[src/rtl/div_unit.sv]
// Iterative RV32M divider (DIV/DIVU/REM/REMU): restoring, one quotient bit per cycle, 33-cycle latency.
// Result is held on the write-back port until granted; optional macro DIV_FAST_SPECIAL_EN short-cuts special operands.
module div_unit (
  input  logic        clk,
  input  logic        rst_n,
  input  logic        in_valid,
  output logic        in_ready,
  input  logic [1:0]  in_op,
  input  logic [31:0] in_a,
  input  logic [31:0] in_b,
  input  logic [4:0]  in_rd,
  input  logic        kill,
  output logic        wb_valid,
  input  logic        wb_ready,
  output logic        wb_we,
  output logic [4:0]  wb_rd,
  output logic [31:0] wb_wd,
  output logic        busy,
  output logic [4:0]  busy_rd
);

  typedef enum logic [1:0] {IDLE, CALC, FIX, DONE} state_t;

  state_t      state_q;
  logic        op_rem_q;
  logic        sa_q, sb_q, bz_q;
  logic [31:0] dvd_q, dvs_q, rem_q;
  logic [4:0]  cnt_q;
  logic        in_ready_q, wb_valid_q, busy_q;
  logic [4:0]  wb_rd_q, busy_rd_q;
  logic [31:0] wd_q;

  logic        in_signed, a_neg, b_neg;
  logic [31:0] abs_a, abs_b;
  logic [32:0] rem_sh_d, diff_d;
  logic        ge_d;
  logic [31:0] rem_d, dvd_d;
  logic [31:0] quo_fix, rem_fix, wd_fix;

  always_comb begin
    in_signed = ~in_op[0];
    a_neg     = in_signed & in_a[31];
    b_neg     = in_signed & in_b[31];
    abs_a     = a_neg ? (32'd0 - in_a) : in_a;
    abs_b     = b_neg ? (32'd0 - in_b) : in_b;

    // The shifted partial remainder can reach 33 bits; a clear borrow bit means rem >= divisor.
    rem_sh_d  = {rem_q, dvd_q[31]};
    diff_d    = rem_sh_d - {1'b0, dvs_q};
    ge_d      = ~diff_d[32];
    rem_d     = ge_d ? diff_d[31:0] : rem_sh_d[31:0];
    dvd_d     = {dvd_q[30:0], ge_d};

    quo_fix   = ((sa_q ^ sb_q) & ~bz_q) ? (32'd0 - dvd_q) : dvd_q;
    rem_fix   = sa_q ? (32'd0 - rem_q) : rem_q;
    wd_fix    = op_rem_q ? rem_fix : quo_fix;
  end

`ifdef DIV_FAST_SPECIAL_EN
  logic        fast_hit;
  logic [31:0] fast_wd;

  always_comb begin
    fast_hit = 1'b0;
    fast_wd  = 32'd0;
    if (in_b == 32'd0) begin
      fast_hit = 1'b1;
      fast_wd  = in_op[1] ? in_a : 32'hFFFF_FFFF;
    end else if (in_a == 32'd0) begin
      fast_hit = 1'b1;
      fast_wd  = 32'd0;
    end else if (in_signed && in_a == 32'h8000_0000 && in_b == 32'hFFFF_FFFF) begin
      fast_hit = 1'b1;
      fast_wd  = in_op[1] ? 32'd0 : 32'h8000_0000;
    end
  end
`endif

  always_ff @(posedge clk) begin
    // Reset and flush share one path: everything back to an empty, ready unit.
    if (!rst_n || kill) begin
      state_q    <= IDLE;
      op_rem_q   <= 1'b0;
      sa_q       <= 1'b0;
      sb_q       <= 1'b0;
      bz_q       <= 1'b0;
      dvd_q      <= 32'd0;
      dvs_q      <= 32'd0;
      rem_q      <= 32'd0;
      cnt_q      <= 5'd0;
      in_ready_q <= 1'b1;
      wb_valid_q <= 1'b0;
      busy_q     <= 1'b0;
      wb_rd_q    <= 5'd0;
      busy_rd_q  <= 5'd0;
      wd_q       <= 32'd0;
    end else begin
      case (state_q)
        IDLE: begin
          if (in_valid) begin
            op_rem_q   <= in_op[1];
            sa_q       <= a_neg;
            sb_q       <= b_neg;
            bz_q       <= (in_b == 32'd0);
            dvd_q      <= abs_a;
            dvs_q      <= abs_b;
            rem_q      <= 32'd0;
            cnt_q      <= 5'd0;
            in_ready_q <= 1'b0;
            busy_q     <= 1'b1;
            busy_rd_q  <= in_rd;
            state_q    <= CALC;
`ifdef DIV_FAST_SPECIAL_EN
            if (fast_hit) begin
              wd_q       <= fast_wd;
              wb_rd_q    <= in_rd;
              wb_valid_q <= 1'b1;
              state_q    <= DONE;
            end
`endif
          end
        end
        CALC: begin
          rem_q <= rem_d;
          dvd_q <= dvd_d;
          cnt_q <= cnt_q + 5'd1;
          if (cnt_q == 5'd31) state_q <= FIX;
        end
        FIX: begin
          wd_q       <= wd_fix;
          wb_rd_q    <= busy_rd_q;
          wb_valid_q <= 1'b1;
          state_q    <= DONE;
        end
        DONE: begin
          if (wb_ready) begin
            state_q    <= IDLE;
            in_ready_q <= 1'b1;
            wb_valid_q <= 1'b0;
            busy_q     <= 1'b0;
            wb_rd_q    <= 5'd0;
            busy_rd_q  <= 5'd0;
            wd_q       <= 32'd0;
          end
        end
        default: state_q <= IDLE;
      endcase
    end
  end

  assign in_ready = in_ready_q;
  assign wb_valid = wb_valid_q;
  assign wb_rd    = wb_rd_q;
  assign wb_wd    = wd_q;
  assign busy     = busy_q;
  assign busy_rd  = busy_rd_q;
  assign wb_we    = wb_valid_q & wb_ready & (wb_rd_q != 5'd0);

endmodule

[config.mk]
export PLATFORM = sky130hd
export DESIGN_NAME = div_unit
export DESIGN_NICKNAME = d
export VERILOG_FILES = /design/src/rtl/div_unit.sv
export SDC_FILE = /design/constraint.sdc
export NUM_CORES = 1
export LEC_CHECK = 0
export CORE_ASPECT_RATIO = 0.7
export CORE_MARGIN = 2
export CORE_UTILIZATION = 63
export CTS_BUF_LIST = sky130_fd_sc_hd__clkbuf_4
export DETAILED_ROUTE_END_ITERATION = 8
export HOLD_SLACK_MARGIN = 0.1
export PLACE_DENSITY = 0.92
export SLEW_MARGIN = 30
export SYNTH_ARGS = -nofsm -noshare
export SYNTH_HDL_FRONTEND = slang
export SYNTH_SLANG_ARGS = --single-unit
[constraint.sdc]
create_clock -name clk -period 6.4 [get_ports clk]
set_input_delay 0.96 -clock clk [delete_from_list [all_inputs] [get_ports clk]]
set_output_delay 0.96 -clock clk [all_outputs]
set_load 0.05 [all_outputs]
After elaboration in Yosys (flattened, before gate mapping)
Cells that the tools add are included.
{"block": "totals", "regBits": 152, "input_bits": 76, "out_inout_bits": 46, "elab_cells": 79}
{"block": "classes", "n_addsub": 6, "n_eq_ne": 7, "n_mux": 29, "bitwise": 9, "reduce_logical": 13}
{"cell": "2-to-1 mux 32 bit", "count": 9}
{"cell": "case mux 32 bit (2 select lines)", "count": 3}
{"cell": "subtractor 1 x 32 -> 32 bit (first input constant)", "count": 4}
{"cell": "subtractor 33 x 32 -> 33 bit", "count": 1}
{"cell": "zero test 32 bit", "count": 1}
{"cell": "case mux 5 bit (2 select lines)", "count": 3}
{"cell": "2-to-1 mux 5 bit", "count": 3}
{"cell": "case mux 2 bit (4 select lines)", "count": 1}
{"cell": "2-to-1 mux 2 bit", "count": 3}
{"cell": "!= test 2 bit (second input constant)", "count": 3}
{"cell": "case mux 1 bit (2 select lines)", "count": 3}
{"cell": "AND reduction 2 bit", "count": 3}
{"cell": "AND reduction 3 bit", "count": 2}
{"cell": "nonzero test 2 bit", "count": 3}
{"cell": "adder 5 x 1 -> 5 bit (second input constant)", "count": 1}
{"cell": "bitwise AND 1 bit", "count": 5}
{"cell": "== test 5 bit (second input constant)", "count": 1}
{"cell": "nonzero test 5 bit", "count": 1}
{"cell": "== test 2 bit (second input constant)", "count": 2}
{"cell": "2-to-1 mux 1 bit", "count": 4}
{"cell": "inverter 1 bit", "count": 3}
{"cell": "== test 2 x 1 -> 1 bit (second input constant)", "count": 1}
{"cell": "zero test 2 bit", "count": 1}
{"cell": "zero test 1 bit", "count": 1}
{"cell": "other kinds (2)", "count": 2}

Depth between registers and ports, before layout
{"block": "logic_depth", "ltp_word": 5, "ltp_mapped": 12, "mapped_depth_nobuf": 11}

Worst setup path before layout
No wires, ideal clock.
{"block": "synth_path", "path_kind": "input port to flip-flop", "startpoint": "input port in_b[8]", "endpoint": "register dvs_q[30]", "setup_time_ns": 0.086, "arrival_time_ns": 3.107, "required_ns": 6.314, "setup_slack_ns": 3.208, "path_stages": 7, "path_cell_list": "or4_4 or4_4 nor4_1 nand2_1 o41ai_1 xor2_1 a211oi_1"}
{"block": "synth_between", "elab_chain_cells": 2}
{"item": "from (decl)", "line": "10", "rtl": "input logic [31:0] in_b,"}
{"item": "subtractor 1 x 32 -> 32 bit", "line": "45", "rtl": "abs_b = b_neg ? (32'd0 - in_b) : in_b;"}
{"item": "2-to-1 mux 32 bit", "line": "45"}
{"item": "to (signal assigned)", "line": "106", "rtl": "dvs_q <= abs_b;"}
{"item": "to (decl)", "line": "27", "rtl": "logic [31:0] dvd_q, dvs_q, rem_q;"}
Every way passes these cells.
A chain may end at the register's enable or synchronous reset.

Final worst setup path
{"block": "layout_path", "startpoint": "register dvd_q[31]", "endpoint": "register rem_q[30]"}
{"block": "layout_between", "elab_chain_cells": 3}
{"item": "from (decl)", "line": "27"}
{"item": "from (signal assigned)", "line": "105", "rtl": "dvd_q <= abs_a;"}
{"item": "from (signal assigned)", "line": "125", "rtl": "dvd_q <= dvd_d;"}
{"item": "subtractor 33 x 32 -> 33 bit", "line": "49", "rtl": "diff_d = rem_sh_d - {1'b0, dvs_q};"}
{"item": "2-to-1 mux 32 bit", "line": "51", "rtl": "rem_d = ge_d ? diff_d[31:0] : rem_sh_d[31:0];"}
{"item": "case mux 32 bit (2 select lines)", "line": "98", "rtl": "case (state_q)"}
{"item": "to (signal assigned)", "line": "124", "rtl": "rem_q <= rem_d;"}
{"item": "to (decl)", "line": "27"}
Every way passes these cells.

==> results.sh <==
export IMPL_postCtsSetupBuffers=0
export IMPL_final_nets=1584
export IMPL_p_switching_uw=773
export IMPL_clockBufferDepth=2
export IMPL_final_util_pct=74.3
export IMPL_crit_path_top_delay_cell="nor2_4"
export IMPL_drc_errors=4
export IMPL_num_rows=39
export IMPL_wl_um=29600
export IMPL_timing_setup_tns_ns=0
export IMPL_fp_coreArea_um2=16300
export IMPL_worstPathMaxFanout=19
export IMPL_synth_cell_type_count=68
export IMPL_yosys_top_cells_area="dfxtp_1, xnor2_1, o21ai_0"
export IMPL_avgRoutedWirePerCell_um=17.4
export IMPL_worstSkewPairLatency_ns=0.59
export IMPL_yosysTopAreaCell="dfxtp_1"
export IMPL_switching_share_pct=35.0
export IMPL_gp_congestion=0.954
export IMPL_worstSetupStartpointType="flop"
export IMPL_htreeDepth=4
export IMPL_violations="design-rule violations"
export IMPL_postCtsHoldBufs=0
export IMPL_r2r_setup_slack_ns=2.42
export IMPL_power_leakage_nw=4.54
export IMPL_p_clk_share_pct=29.6
export IMPL_power_density_nw_per_um2=182
export IMPL_die_height_um=112
export IMPL_ys_seq_area_share_pct=28.8
export IMPL_diodes=0
export IMPL_synth_common_cells="nand2_1, dfxtp_1, nor2_1"
export IMPL_ant_nets=0
export IMPL_status="finished, violations left"
export IMPL_max_freq_mhz=251
export IMPL_avgSynthCellArea_um2=7.60
export IMPL_power_frac_comb_pct=25.3
export IMPL_hold_viol=0
export IMPL_slew_viol_final=0
export IMPL_tightest_slew_ns=0.979
export IMPL_path_clk_slew_ns=0.14
export IMPL_grt_ovfl_total=0
export IMPL_dpl_hpwl_um=22000
export IMPL_cts_sinks=152
export IMPL_ys_ff_latch=152
export IMPL_grt_util_all_layers_pct=32.4
export IMPL_grt_pass1_wl_um=47900
export IMPL_cap_viol_max_count=0
export IMPL_yosysWarningCount=0
export IMPL_p_int_mw=1.44
export IMPL_synth_cells=1389
export IMPL_post_route_period_util_pct=62.2
export IMPL_cts_tree="yes"
export IMPL_syn_nets=1508
export IMPL_grt_max_degree=107
export IMPL_first_global_vias=9727
export IMPL_crit_path_max_incr_delay_ns=0.65
export IMPL_cp_cell_sequence="inv_1, ha_1, fa_1, nand2b_1, a21o_1, a21o_1, a31oi_1, mux2i_1, nor2_4, nand2_1, o21ai_0"
export IMPL_crit_top_cell="a21o_1"
export IMPL_setup_viol=0
export IMPL_synthMostInstantiatedCell="nand2_1"
export IMPL_end_kind="flop"
export IMPL_initial_core_util_pct=64.6
export IMPL_finalPower_mw=2.21
export IMPL_synth_edff_count=0
export IMPL_cts_resized=0
export IMPL_die_w_um=159
export IMPL_drt_initial_drc_count=1405
export IMPL_nFillCells=1228
export IMPL_vias_per_cell=6.38
export IMPL_fin_skew_ns=0.0192
export IMPL_antenna_found_initial=0
export IMPL_pwr_share_seq_pct=45.1
export IMPL_finalCriticalPeriod_ns=3.98
export IMPL_dr_total_vias=10900
export IMPL_io_pins=122
export IMPL_io_buffer_count=121
export IMPL_synth_area_um2=10600
export IMPL_synth_flop_cell="dfxtp_1"
export IMPL_critPathKind="reg2reg"
export IMPL_root_buffer="clkbuf_4"
export IMPL_required_ns=6.91
export IMPL_min_path_type="reg2reg"
export IMPL_layout_drive_gt1_share_pct=4.94
export IMPL_area_growth_pct=15.1
export IMPL_relSlewSlack_pct=34.6
export IMPL_peakVddDrop_mv=0.142
export IMPL_firstDrtPassIters=9
export IMPL_die_area_um2=17800
export IMPL_critPathArrivalTime_ns=4.49
export IMPL_numCtsBuffers=17
export IMPL_synthArstFlopShare_pct=0
export IMPL_rsz0062_at_grt="no"
export IMPL_synth_top_cell_area_share_pct=28.8
[layout by cell type, fill, tap and decap left out, types with 15 or more instances in the layout]
master,instances
or3_1,15
mux2i_1,23
o21ai_0,119
a31oi_1,17
nand2b_1,15
nor2_1,141
xor2_1,63
dfxtp_1,152
nor3_1,22
clkdlybuf4s50_1,121
nand3_1,17
a22oi_1,27
a21oi_1,117
xnor2_1,77
inv_1,55
ha_1,41
a211oi_1,32
nand2_1,156
o31ai_1,24
clkbuf_4,17
[critical path: cells and delay by family (launching register included)]
| kind | cells | cell delay [ns] |
|---|---|---|
| multiplexers | 1 | 0.30 |
| buffers and inverters | 1 | 0.09 |
| AND/OR/NAND/NOR | 3 | 1.18 |
| adder cells (fa/ha/maj) | 2 | 0.62 |
| flip-flops | 1 | 0.52 |
| AO/OA/AOI/OAI | 4 | 1.19 |
[power groups by stage]
| stage | sequential [mW] | clock (mW) | combinational (mW) |
|---|---|---|---|
| after floorplan | 1.02 | 0 | 0.371 |
| after global placement | 1.02 | 0 | 0.525 |
| after detailed placement | 1.02 | 0 | 0.540 |
| after CTS | 0.997 | 0.653 | 0.545 |
| after global routing | 1.00 | 0.701 | 0.605 |
| final | 0.998 | 0.656 | 0.559 |
[layout make-up]
class                   instances  area [um^2]  share of cell area, %
multi-input cells            1107         7010                   57.7
flip-flops and latches        152         3040                   25.1
repair buffers                132         1300                   10.7
inverters                      55          206                   1.70
clock inverters                15          178                   1.46
clock buffers                  17          128                   1.05
well taps                     225          282                   2.32
[cells by family after synthesis]
kind of cell / Yosys count / synth area share [%]
buffers and inverters: 130 / 4.99
and+or+nand+nor: 453 / 20.1
xor gates and xnor gates: 140 / 11.6
AOI/OAI and AO/OA: 447 / 27.0
DFF: 152 / 28.8
adders and majority gates: 43 / 5.17
muxes: 24 / 2.29
[metrics by stage]
| stage | cells | cell area [um^2] | hold WS, ns | setup slack (ns) |
|---|---|---|---|---|
| final | 1703 | 12100 | 0.462 | 2.42 |
| after global routing | 1703 | 12100 | 0.493 | 2.35 |
| after CTS | 1703 | 12100 | 0.466 | 2.61 |
| after detailed placement | 1671 | 11800 | 0.447 | 2.32 |
| after global placement | 1671 | 11800 | 0.438 | 2.40 |
| after floorplan | 1389 | 10600 | 0.432 | 3.21 |
[state kept, by name (all words and copies together), names as in the netlist, 2 cells and up]
register and count:
rem_q 32, busy_rd 5, cnt_q 5, state_q 2
dvs_q 32, wb_wd 32, wb_rd 5, dvd_q 32
[layer usage]
metal / vias up / wire length (um) / GRT usage (%)
met4: 0 / 724 / 10.5
met5: - / 0 / 0
met1: 5068 / 13100 / 46.2
li1: 5119 / - / -
met3: 84 / 2900 / 6.58
met2: 587 / 12900 / 49.4
[path summary, 6_finish.rpt]
kind	cells after the start	endpoint	start
setup / recovery	11	rem_q[30]$_SDFFE_PP0P_	dvd_q[31]$_SDFFE_PP0P_
hold / removal	2	wb_wd[3]$_SDFFE_PP0P_	wb_wd[3]$_SDFFE_PP0P_
setup reg to reg	11	rem_q[30]$_SDFFE_PP0P_	dvd_q[31]$_SDFFE_PP0P_
hold reg to reg	2	wb_wd[3]$_SDFFE_PP0P_	wb_wd[3]$_SDFFE_PP0P_
Power figures use the tool's default switching activity.
==> patch 1 (config.mk and constraints unchanged) <==
The 4 states of `state_t` get a Gray code encoding in 2 bits.
--- a/src/rtl/div_unit.sv
+++ b/src/rtl/div_unit.sv
@@ -19,7 +19,7 @@
   output logic [4:0]  busy_rd
 );
 
-  typedef enum logic [1:0] {IDLE, CALC, FIX, DONE} state_t;
+  typedef enum logic [1:0] {IDLE = 2'b00, CALC = 2'b01, FIX = 2'b11, DONE = 2'b10} state_t;
 
   state_t      state_q;
   logic        op_rem_q;
Formal check against the unedited RTL: no difference found for any inputs over 10 cycles, from zero or initial values; not proved beyond that.
==> patch 1 against the unedited design <==
Final area decreased by 1.5%; area after synthesis decreased by 1.3%; power decreased by 5.6%; core utilization decreased by 0.68 points; routed wire length decreased by 5.8%; cell count decreased by 2.6%; worst setup slack improved by 0.021 ns; via count decreased by 5.3%; clock power decreased by 12%; sequential cell count unchanged; critical endpoint is now rem_q[10]; highest routed layer unchanged.
==> patch 1: results (changes against the unedited design) <==
Outcome
  – Outcome: complete, no violations (was finished with violations)

Synth
  – Multiplexer area fraction after synthesis: 2.691% (was 2.288%)
  – Net Count, Synth: 1465 (was 1508)
  – Synth cell count leaders: 152 x dfxtp_1, 147 x nand2_1, 135 x nor2_1, 121 x a21oi_1, 93 x o21ai_0 (was 156 x nand2_1, 152 x dfxtp_1, 142 x nor2_1, 119 x o21ai_0, 118 x a21oi_1)
  – Cells after synthesis: 1350 (was 1389)
  – Area contributors post-synth: dfxtp_1 29%, xnor2_1 7.0%, a21oi_1 5.8%, nand2_1 5.3%, xor2_1 5.1% (was dfxtp_1 29%, xnor2_1 6.4%, o21ai_0 5.6%, a21oi_1 5.6%, nand2_1 5.5%)
  – Sequential share of the synthesized area: 29.22% (was 28.83%)
  – Adder-cell area share of the yosys netlist: 4.757% (was 5.169%)
  – Synth Area in Compound Gates: 26.83% (was 26.96%)
  – Post-synthesis xor/xnor area fraction: 12.37% (was 11.62%)
  – Post-synth cell types: 72 (was 68)

Global routing
  – First-pass GRT wire length: 46070 um (was 47910 um)
  – GRT Resource Usage Total: 31.94% (was 32.42%)
  – Vias in the first global route: 9570 (was 9727)

Place
  – Placed Area: 0.01170 mm^2 (was 0.01183 mm^2)
  – Gpl congestion: 0.9011 (was 0.9544)
  – Placed cell count: 1627 (was 1671)
  – HPWL after DPL: 20310 um (was 21950 um)
  – Dpl ws: 2.439 ns (was 2.318 ns)

Setup path
  – Crit Path Max Fanout: 21 (was 19)
  – WP data arrival: 4.42 ns (was 4.49 ns)
  – Slowest cell on crit path: xor2_4 (was nor2_4)
  – Peak per-stage delay on the critical path: 0.45 ns (was 0.65 ns)

Routing
  – Wire per inst: 16.81 um (was 17.38 um)
  – Metal3 WL: 2216 um (was 2900 um)
  – Starting DRT DRC Count: 1028 (was 1405)
  – First drt pass iteration count: 6 (was 9)

Clock network
  – # resized after CTS: 0 (unchanged)

Timing
  – Slew headroom: 33.92% (was 34.57%)
  – FMAX: 252.6 MHz (was 251.2 MHz)
  – Worst Clk Skew: 0.02123 ns (was 0.01921 ns)

Power
  – Leak: 0.004365 uW (was 0.004544 uW)
  – Worst VDD drop: 98.08 uV (was 142.1 uV)

Final layout
  – Post-Layout Cell Count: 1659 (was 1703)
  – Layout cell share with drive strength beyond 1: 5.021% (was 4.939%)
-- patch 1: changes by cell type after synthesis, moves of 9 or more --
cell,unedited run,this run
a221oi_1,3,31
o21ai_0,119,93
inv_1,55,77
a22oi_1,27,13
a32oi_1,10,1
nand2_1,156,147
-- patch 1: worst paths after layout --
| kind | from | endpoint | slack [ns] | cells after the start |
|---|---|---|---|---|
| hold reg to reg | dvs_q[31] | dvs_q[31] | 0.46 | 2 |
| hold / removal | dvs_q[31] | dvs_q[31] | 0.46 | 2 |
| setup / recovery | dvd_q[31] | rem_q[10] | 2.44 | 13 |
| setup reg to reg | dvd_q[31] | rem_q[10] | 2.44 | 13 |
-- patch 1: report_power, final --
part           switching (uW)  internal, uW
sequential               22.2           969
clock                     386           192
combinational             296           222
-- patch 1: critical path, delay by kind of cell, from the launching register on --
kind                     cells  cell delay [ns]
AO/OA/AOI/OAI                6             1.30
adder cells (fa/ha/maj)      2             0.65
buffers and inverters        2             0.55
XOR/XNOR                     1             0.45
flip-flops                   1             0.37
AND/OR/NAND/NOR              1             0.25
multiplexers                 1             0.23
-- patch 1: area by class of cell --
class                      count  area (um^2)
multi-input combinational   1042         6802
fill                        1228         4289
sequential                   152         3043
timing repair buffer         131         1286
inverter                      77        289.0
tap                          225        281.5
clock inverter                15        131.4
clock buffer                  17        127.6
-- patch 1: metal layers --
| layer | GRT usage, % | vias up |
|---|---|---|
| met5 | 0 | - |
| met4 | 9.818 | 0 |
| met3 | 7.591 | 65 |
| met2 | 49.01 | 438 |
| met1 | 44.49 | 4812 |
| li1 | - | 4969 |
-- patch 1: cells by family after synthesis --
family,after synthesis
AO/OA/AOI/OAI,423
XOR/XNOR,145
adder cells (fa/ha/maj),39
buffers and inverters,156
flip-flops,152
multiplexers,28
AND/OR/NAND/NOR,407
==> patch 2 (config.mk and constraints unchanged) <==
Without the edit above. The option `DIV_FAST_SPECIAL_EN` is turned on by a define.
--- a/src/rtl/div_unit.sv
+++ b/src/rtl/div_unit.sv
@@ -1,5 +1,7 @@
 // Iterative RV32M divider (DIV/DIVU/REM/REMU): restoring, one quotient bit per cycle, 33-cycle latency.
 // Result is held on the write-back port until granted; optional macro DIV_FAST_SPECIAL_EN short-cuts special operands.
+`define DIV_FAST_SPECIAL_EN
+
 module div_unit (
   input  logic        clk,
   input  logic        rst_n,
Formal check against the unedited RTL: not equivalent (Yosys sat finds a counterexample within 4 cycles, from zero or initial values).
==> patch 2 against the unedited design <==
The run still ends with DRC left; worst setup slack worse by 0.47 ns; sequential cell count unchanged; power up 8.1%; via count up 5.4%; sequential power about the same; routed wire length up 9.1%; synthesized cell count up 4.2%; area after synthesis up 3.7%; final area up 4.6%; sequential share of layout area down 1.1 points; largest power group unchanged.
==> patch 2: results (changes against the unedited design) <==
Synth
  – Syn Area/Cell: 7.555 um^2 (was 7.598 um^2)
  – Sequential share of the synthesized area: 27.82% (was 28.83%)
  – Post-synth cell types: 67 (was 68)
  – Area contributors post-synth: dfxtp_1 28%, xnor2_1 7.4%, a21oi_1 6.6%, nor2_1 5.4%, o21ai_0 5.1% (was dfxtp_1 29%, xnor2_1 6.4%, o21ai_0 5.6%, a21oi_1 5.6%, nand2_1 5.5%)
  – Synth Area in Compound Gates: 26.51% (was 26.96%)
  – Multiplexer area fraction after synthesis: 3.351% (was 2.288%)
  – Post-synthesis xor/xnor area fraction: 11.85% (was 11.62%)

Routing
  – Wire per inst: 18.30 um (was 17.38 um)
  – DRC viols: 9 (was 4)
  – Routed via count: 11450 (was 10860)
  – WL met1: 14060 um (was 13060 um)
  – Wire length on met2: 13960 um (was 12920 um)
  – Starting DRT DRC Count: 1575 (was 1405)

Clock network
  – Clock Latency Late Sink: 0.63 ns (was 0.59 ns)

Final layout
  – Clock network area share: 2.954% (was 2.514%)
  – Layout cell share with drive strength beyond 1: 5.085% (was 4.939%)
  – Final nets: 1641 (was 1584)
  – Fraction of area in multi-input gates: 57.53% (was 57.72%)
  – Layout area overhead: 16.14% (was 15.06%)
  – Non-CTS inverters: 77 (was 55)

Setup path
  – Peak per-stage delay on the critical path: 0.50 ns (was 0.65 ns)
  – WP data arrival: 4.99 ns (was 4.49 ns)
  – Reg2Reg Depth: 14 (was 11)
  – Crit Path Max Fanout: 27 (was 19)
  – Slowest cell on crit path: nor4b_4 (was nor2_4)

Place
  – HPWL after DPL: 23040 um (was 21950 um)
  – Placed Area: 0.01225 mm^2 (was 0.01183 mm^2)
  – Dpl ws: 1.118 ns (was 2.318 ns)

Timing
  – Tightest Pin Transition: 0.9213 ns (was 0.9794 ns)
  – Worst Clk Skew: 0.03501 ns (was 0.01921 ns)

Power
  – Power share of the combinational group: 25.2% (was 25.3%)
  – Clock power frac: 32.9% (was 29.6%)
  – Sw Pwr: 782.4 uW (was 773.2 uW)
  – Worst VDD drop: 123.1 uV (was 142.1 uV)

Global routing
  – Largest net degree at the start of global routing: 70 (was 107)
  – GRT Resource Usage Total: 34.46% (was 32.42%)
  – Grt met3 use: 7.208% (was 6.578%)
  – M2 GR Usage: 52.88% (was 49.40%)
  – Vias in the first global route: 10410 (was 9727)
  – Met1 Resource Use GR: 47.92% (was 46.21%)

Outcome
  – Failing checks: DRC (unchanged)
  – Outcome: finished with violations (unchanged)
==> patch 2: cell count changes after synthesis, sizes merged, moves of 8 or more <==
| cell | delta |
|---|---|
| a211oi | +17 |
| a21oi | +26 |
| a222oi | +18 |
| a22oi | -20 |
| clkbuf | +9 |
| inv | +22 |
| mux2i | +8 |
| nand2 | -36 |
| nand4 | +9 |
| nor2 | +16 |
| nor3 | +16 |
| xnor2 | +16 |
| xor2 | -8 |
==> patch 2: final timing paths <==
| path | from | end | slack [ns] |
|---|---|---|---|
| worst max-delay path | in_b[1] | wb_wd[9] | 1.95 |
| worst min-delay path | dvs_q[31] | dvs_q[31] | 0.47 |
| worst max register to register | dvd_q[31] | rem_q[2] | 2.15 |
| worst min register to register | dvs_q[31] | dvs_q[31] | 0.47 |
==> patch 2: critical path: cells and delay by family <==
kind                     cells  cell delay, ns
AO/OA/AOI/OAI                2            0.64
adder cells (fa/ha/maj)      1            0.17
buffers and inverters        4            1.10
AND/OR/NAND/NOR              7            2.09
